**config.mk**
```make
export PLATFORM = sky130hd
export DESIGN_NAME = paddle_ctrl_filtered
export DESIGN_NICKNAME = d
export VERILOG_FILES = /design/src/rtl/paddle_ctrl_filtered.sv
export SDC_FILE = /design/constraint.sdc
export NUM_CORES = 1
export LEC_CHECK = 0
export BUFFER_PORTS_ARGS = -buffer_cell sky130_fd_sc_hd__buf_2
export CAP_MARGIN = 20
export CORE_ASPECT_RATIO = 1.1
export CORE_UTILIZATION = 40
export CTS_CLUSTER_DIAMETER = 200
export DETAILED_ROUTE_END_ITERATION = 8
export GPL_TIMING_DRIVEN = 0
export HOLD_SLACK_MARGIN = 0.12
export PLACE_DENSITY_LB_ADDON = 0.1
export SYNTH_ARGS = -nofsm -noshare
export SYNTH_HDL_FRONTEND = slang
export SYNTH_SLANG_ARGS = --single-unit
```
**constraint.sdc**
```tcl
create_clock -name clk -period 14.7 [get_ports clk]
set_input_delay 2.94 -clock clk [delete_from_list [all_inputs] [get_ports clk]]
set_output_delay 2.94 -clock clk [all_outputs]
set_load 0.01 [all_outputs]
```
**src/rtl/paddle_ctrl_filtered.sv**
```systemverilog
// Paddle controller: 4-tap averaged accelerometer input drives paddle_y through
// dead/slow/fast zones with a speed ramp, saturating clamps and a button mode.
module paddle_ctrl_filtered #(
  parameter int unsigned X_POS       = 778,
  parameter int unsigned Y_INIT      = 200,
  parameter int unsigned Y_MIN       = 2,
  parameter int unsigned Y_MAX       = 470,
  parameter int unsigned TH_UP_FAST  = 120,
  parameter int unsigned TH_UP       = 230,
  parameter int unsigned TH_DN       = 270,
  parameter int unsigned TH_DN_FAST  = 380,
  parameter int unsigned ACL_MAX     = 550,
  parameter int unsigned V_SLOW      = 1,
  parameter int unsigned V_FAST      = 2,
  parameter int unsigned V_MAX       = 4,
  parameter int unsigned RAMP_FRAMES = 8
) (
  input  logic        clk,
  input  logic        rst,
  input  logic        win_rst,
  input  logic        frame,
  input  logic [9:0]  ACL_IN,
  input  logic        mode,
  input  logic        btn_up,
  input  logic        btn_dn,
  output logic [10:0] paddle_x,
  output logic [9:0]  paddle_y,
  output logic [1:0]  dir,
  output logic [2:0]  speed,
  output logic        at_top,
  output logic        at_bot
);

  localparam int unsigned AW = 10;
  localparam int unsigned SW = 12;
  localparam int unsigned YW = 10;
  localparam int unsigned XW = 11;
  localparam int unsigned VW = 3;
  localparam int unsigned CW = $clog2(RAMP_FRAMES + 1);

  localparam logic [1:0]    DIR_IDLE = 2'b00;
  localparam logic [1:0]    DIR_UP   = 2'b01;
  localparam logic [1:0]    DIR_DN   = 2'b10;
  localparam logic [AW-1:0] TAP_INIT = AW'((TH_UP + TH_DN) / 2);

  logic [AW-1:0] taps_q [4];
  logic [AW-1:0] taps_d [4];
  logic [AW-1:0] avg_q, avg_d;
  logic [SW-1:0] sum_d;
  logic          pending_q, pending_d;
  logic [YW-1:0] y_q, y_d;
  logic [1:0]    dir_q, dir_d;
  logic [VW-1:0] speed_q, speed_d;
  logic          at_top_q, at_bot_q;
  logic [CW-1:0] cnt_q, cnt_d;
  logic [VW-1:0] fstep_q, fstep_d;
  logic          last_fast_q, last_fast_d;

  logic          srst;
  logic          sample_ok;
  logic [1:0]    zone_dir;
  logic          zone_fast;
  logic          same_run;
  logic [VW-1:0] step_cur;
  logic [VW-1:0] applied;
  logic [CW-1:0] cnt_inc;
  logic [XW-1:0] y_ext, step_ext;

  assign srst      = !rst || win_rst;
  assign sample_ok = (ACL_IN <= AW'(ACL_MAX));

  // State register
  always_ff @(posedge clk) begin
    if (srst) begin
      for (int i = 0; i < 4; i++) taps_q[i] <= TAP_INIT;
      avg_q       <= TAP_INIT;
      pending_q   <= 1'b0;
      y_q         <= YW'(Y_INIT);
      dir_q       <= DIR_IDLE;
      speed_q     <= '0;
      at_top_q    <= (YW'(Y_INIT) == YW'(Y_MIN));
      at_bot_q    <= (YW'(Y_INIT) == YW'(Y_MAX));
      cnt_q       <= '0;
      fstep_q     <= VW'(V_FAST);
      last_fast_q <= 1'b0;
    end else begin
      for (int i = 0; i < 4; i++) taps_q[i] <= taps_d[i];
      avg_q       <= avg_d;
      pending_q   <= pending_d;
      y_q         <= y_d;
      dir_q       <= dir_d;
      speed_q     <= speed_d;
      at_top_q    <= (y_d == YW'(Y_MIN));
      at_bot_q    <= (y_d == YW'(Y_MAX));
      cnt_q       <= cnt_d;
      fstep_q     <= fstep_d;
      last_fast_q <= last_fast_d;
    end
  end

  // Filter window: invalid samples leave the window (and so the average) untouched
  always_comb begin
    for (int i = 0; i < 4; i++) taps_d[i] = taps_q[i];
    if (frame && sample_ok) begin
      taps_d[0] = ACL_IN;
      for (int i = 1; i < 4; i++) taps_d[i] = taps_q[i-1];
    end
    sum_d     = SW'(taps_d[0]) + SW'(taps_d[1]) + SW'(taps_d[2]) + SW'(taps_d[3]);
    avg_d     = AW'(sum_d >> 2);
    pending_d = frame;
  end

  // Zone decision from the registered average, or from the buttons in manual mode
  always_comb begin
    zone_dir  = DIR_IDLE;
    zone_fast = 1'b0;
    if (mode) begin
      if (btn_up ^ btn_dn) zone_dir = btn_up ? DIR_UP : DIR_DN;
    end else if (avg_q <= AW'(TH_UP_FAST)) begin
      zone_dir  = DIR_UP;
      zone_fast = 1'b1;
    end else if (avg_q <= AW'(TH_UP)) begin
      zone_dir  = DIR_UP;
    end else if (avg_q < AW'(TH_DN)) begin
      zone_dir  = DIR_IDLE;
    end else if (avg_q < AW'(TH_DN_FAST)) begin
      zone_dir  = DIR_DN;
    end else begin
      zone_dir  = DIR_DN;
      zone_fast = 1'b1;
    end
  end

  // Ramp and position update, applied one cycle after the frame tick
  always_comb begin
    same_run    = last_fast_q && (dir_q == zone_dir);
    step_cur    = same_run ? fstep_q : VW'(V_FAST);
    cnt_inc     = (same_run ? cnt_q : CW'(0)) + CW'(1);
    applied     = VW'(0);
    y_d         = y_q;
    dir_d       = dir_q;
    speed_d     = speed_q;
    cnt_d       = cnt_q;
    fstep_d     = fstep_q;
    last_fast_d = last_fast_q;
    y_ext       = XW'(y_q);
    step_ext    = XW'(0);
    if (pending_q) begin
      if (zone_fast) begin
        applied     = step_cur;
        last_fast_d = 1'b1;
        if (cnt_inc == CW'(RAMP_FRAMES)) begin
          cnt_d   = CW'(0);
          fstep_d = (step_cur >= VW'(V_MAX)) ? VW'(V_MAX) : step_cur + VW'(1);
        end else begin
          cnt_d   = cnt_inc;
          fstep_d = step_cur;
        end
      end else begin
        applied     = (zone_dir == DIR_IDLE) ? VW'(0) : VW'(V_SLOW);
        last_fast_d = 1'b0;
        cnt_d       = CW'(0);
        fstep_d     = VW'(V_FAST);
      end
      step_ext = XW'(applied);
      dir_d    = zone_dir;
      speed_d  = applied;
      if (zone_dir == DIR_UP) begin
        if (y_ext < XW'(Y_MIN) + step_ext) y_d = YW'(Y_MIN);
        else                               y_d = YW'(y_ext - step_ext);
      end else if (zone_dir == DIR_DN) begin
        if (y_ext > XW'(Y_MAX) - step_ext) y_d = YW'(Y_MAX);
        else                               y_d = YW'(y_ext + step_ext);
      end
    end
  end

  assign paddle_x = XW'(X_POS);
  assign paddle_y = y_q;
  assign dir      = dir_q;
  assign speed    = speed_q;
  assign at_top   = at_top_q;
  assign at_bot   = at_bot_q;

endmodule
```
==> reports/results.ini <==
[status]
status = completed

[floorplanning]
rows = 41
die_w_um = 107.0
start_util_pct = 41.62
die_y_um = 117.5
die-area_mm2 = 0.01256
io_pins = 45
design.core.area_mm2 = 0.01164

[final_layout]
post-route-util_pct = 47.46
fin_nets = 637
area_growth_syn_to_layout_pct = 14.02
n_antenna_cell = 0
nFillCells = 1145
drive_gt1_share_pct = 19.13

[sta]
worst_pin_slew_ns = 0.8409
clock_skew_ns = 0.008090
slew_headroom_pct = 43.68
finalMaxSlewViolations = 0
tns_ns = 0
rsz0062_at_grt = false
period_needed_ns = 7.561
max_clock_freq_mhz = 132.3
finalSetupViolations = 0
hold_viol = 0
min_period_over_period_pct = 51.43

[cts]
cts_root_buffer = clkbuf_16
holdBufCountCts = 0
numClockSinks = 76
cts_resized = 0
cts_max_level = 3
cts_setup_buffers = 0
clk_latency_ns = 0.34
cts_buffers = 9
cts_tree = built
clk_pin_slew_ns = 0.06
clk_path_buf_depth = 2

[critical_path]
r2r_start = avg_q[4]
crit_start = mode
critPathCapture = at_top
r2r_cells = 18
end_kind = register
r2r_slack_ns = 9.41
crit_chain = buf_2, nand2b_1, a21oi_1, or2_1, buf_2, xnor2_1, and3_1, nand2_1, a21oi_1, ha_1, ha_1, ha_1, and4b_1, a31oi_1, o22ai_1, o21bai_1, a2111oi_0, nor4_1, nand4_1, nor4bb_1
slowest_delay_ns = 0.60
critPathLaunchType = input port
worstSetupPathType = in2reg
cp_slowest_cell = a21oi_1
critical_path_arrival_ns = 7.77
r2r-end = at_top
critPathMaxFanout = 8
required_ns = 14.91
worst_path_most_repeated_cell = ha_1

[drt]
wl_per_cell_um = 15.69
drcViolationCount = 0
postRouteAntennaNets = 0
dr.pass1.iters = 4
vias = 3796
routed_wirelength_um = 11380
dr.first_iter.drc_count = 123
viasPerCell = 5.236

[logic_synthesis]
yosys.cell_types.count = 72
synth_common_cells = dfxtp_1, nor2_1, nand2_1
syn_area_mm2 = 0.004847
ys_ff_latch = 76
synth_flop_cell = dfxtp_1
ys_seq_area_share_pct = 31.39
synth_warnings = 0
synth_top_area_share_pct = 31.39
yosys-top-cells-area = dfxtp_1, fa_1, mux2_2, ha_1, nand2b_1
synth_edf_count = 0
async_flop_share_pct = 0
yosysTopAreaCell = dfxtp_1
synth_area_per_cell_um2 = 9.394
syn_inst = 516
yosysMostFrequentCell = dfxtp_1

[pwr]
power.total_uw = 488.0
power_density_mw_per_mm2 = 88.31
peakVddDrop_v = 0.00007766
leakagePower_nw = 2.209

[grt]
grt_pass1_wl_um = 18650
grtUsageTotal_pct = 19.25
grt_overflow = 0
antenna_found_initial = 0
grt_pass1_vias = 3826
grt_max_degree = 14

[hold_path]
hold_class = reg2reg

[placed_design]
hpwlAfterDp_um = 8874
io_buffer_count = 33
gp_congestion = 0.8449

[run]
max_cap_viol_count = 0

==> routing by layer <==
metal  up-vias  share of wire (%)  GRT usage, %
li1       1893                  -             -
met1      1810                 42         21.80
met2        76                 52         34.72
met3        17                3.6         5.094
met4         0                1.6         5.908
met5         -                  0             0
==> power by group <==
part | internal [mW] | switching (mW)
logic | 0.0259 | 0.0392
registers | 0.209 | 0.00252
clock network | 0.124 | 0.0879
==> state kept, by name, summed over array words and instances, names as in the netlist <==
register	flops
fstep_q	3
pending_q	1
taps_q	40
avg_q	10
at_bot	1
dir	2
cnt_q	4
paddle_y	10
at_top	1
speed	3
last_fast_q	1
==> cell usage in the layout, fill, tap and decap left out, types with 15 or more instances in the layout <==
master    Yosys  layout
clkbuf_1     15      15
a21oi_1      22      22
ha_1         27      27
and2_1       15      15
nand2_1      33      33
buf_2         2      36
o21ai_0      18      18
mux2_2       32      32
dfxtp_1      76      76
inv_1        28      28
nand2b_1     32      32
nor2_1       35      35
fa_1         23      23
==> per-stage QoR <==
stage | setup slack (ns) | cells | cell area, um2 | hold slack, ns
3_3_place_gp | 6.755 | 708 | 5234 | 0.4531
5_1_grt | 6.845 | 725 | 5527 | 0.5122
4_1_cts | 7.164 | 725 | 5527 | 0.4687
3_5_place_dp | 6.825 | 709 | 5239 | 0.4596
2_1_floorplan | 7.874 | 525 | 4881 | 0.4405
6_report | 7.139 | 725 | 5527 | 0.4666
==> worst max-delay path: cells and delay by family <==
kind                       cells  cell delay (ns)
and+or+nand+nor                8             1.84
AOI/OAI and AO/OA              6             1.66
adders and majority gates      3             0.82
buffers and inverters          2             0.34
xor gates and xnor gates       1             0.17
==> cells by family after synthesis <==
group / after synthesis / synth area share [%]
and+or+nand+nor: 184 / 21.12
AOI/OAI and AO/OA: 92 / 13.53
DFF: 76 / 31.39
buffers and inverters: 59 / 5.705
adders and majority gates: 50 / 16.47
muxes: 47 / 10.56
xor gates and xnor gates: 6 / 1.084
other: 2 / 0.1549
==> cell type report <==
class / instances / area, um2 / share of cell area (%)
multi-input cells: 390 / 3083 / 55.78
flip-flops and latches: 76 / 1521 / 27.53
clock buffers: 11 / 252.7 / 4.573
well taps: 150 / 187.7 / 3.396
plain buffers: 31 / 171.4 / 3.102
repair buffers: 34 / 170.2 / 3.079
inverters: 28 / 105.1 / 1.902
clock inverters: 5 / 35.03 / 0.6339
==> worst min path at each step <==
stage	end	slack (ns)	startpoint	depth (start not counted)
6_report	speed[2]	0.47	speed[2]	2
5_1_grt	cnt_q[0]	0.51	cnt_q[0]	2
4_1_cts	speed[2]	0.47	speed[2]	2
3_5_place_dp	speed[2]	0.46	speed[2]	2
3_3_place_gp	cnt_q[0]	0.45	cnt_q[0]	2
2_1_floorplan	cnt_q[0]	0.44	cnt_q[0]	2
Note: power is estimated with default switching activity, not from simulation.
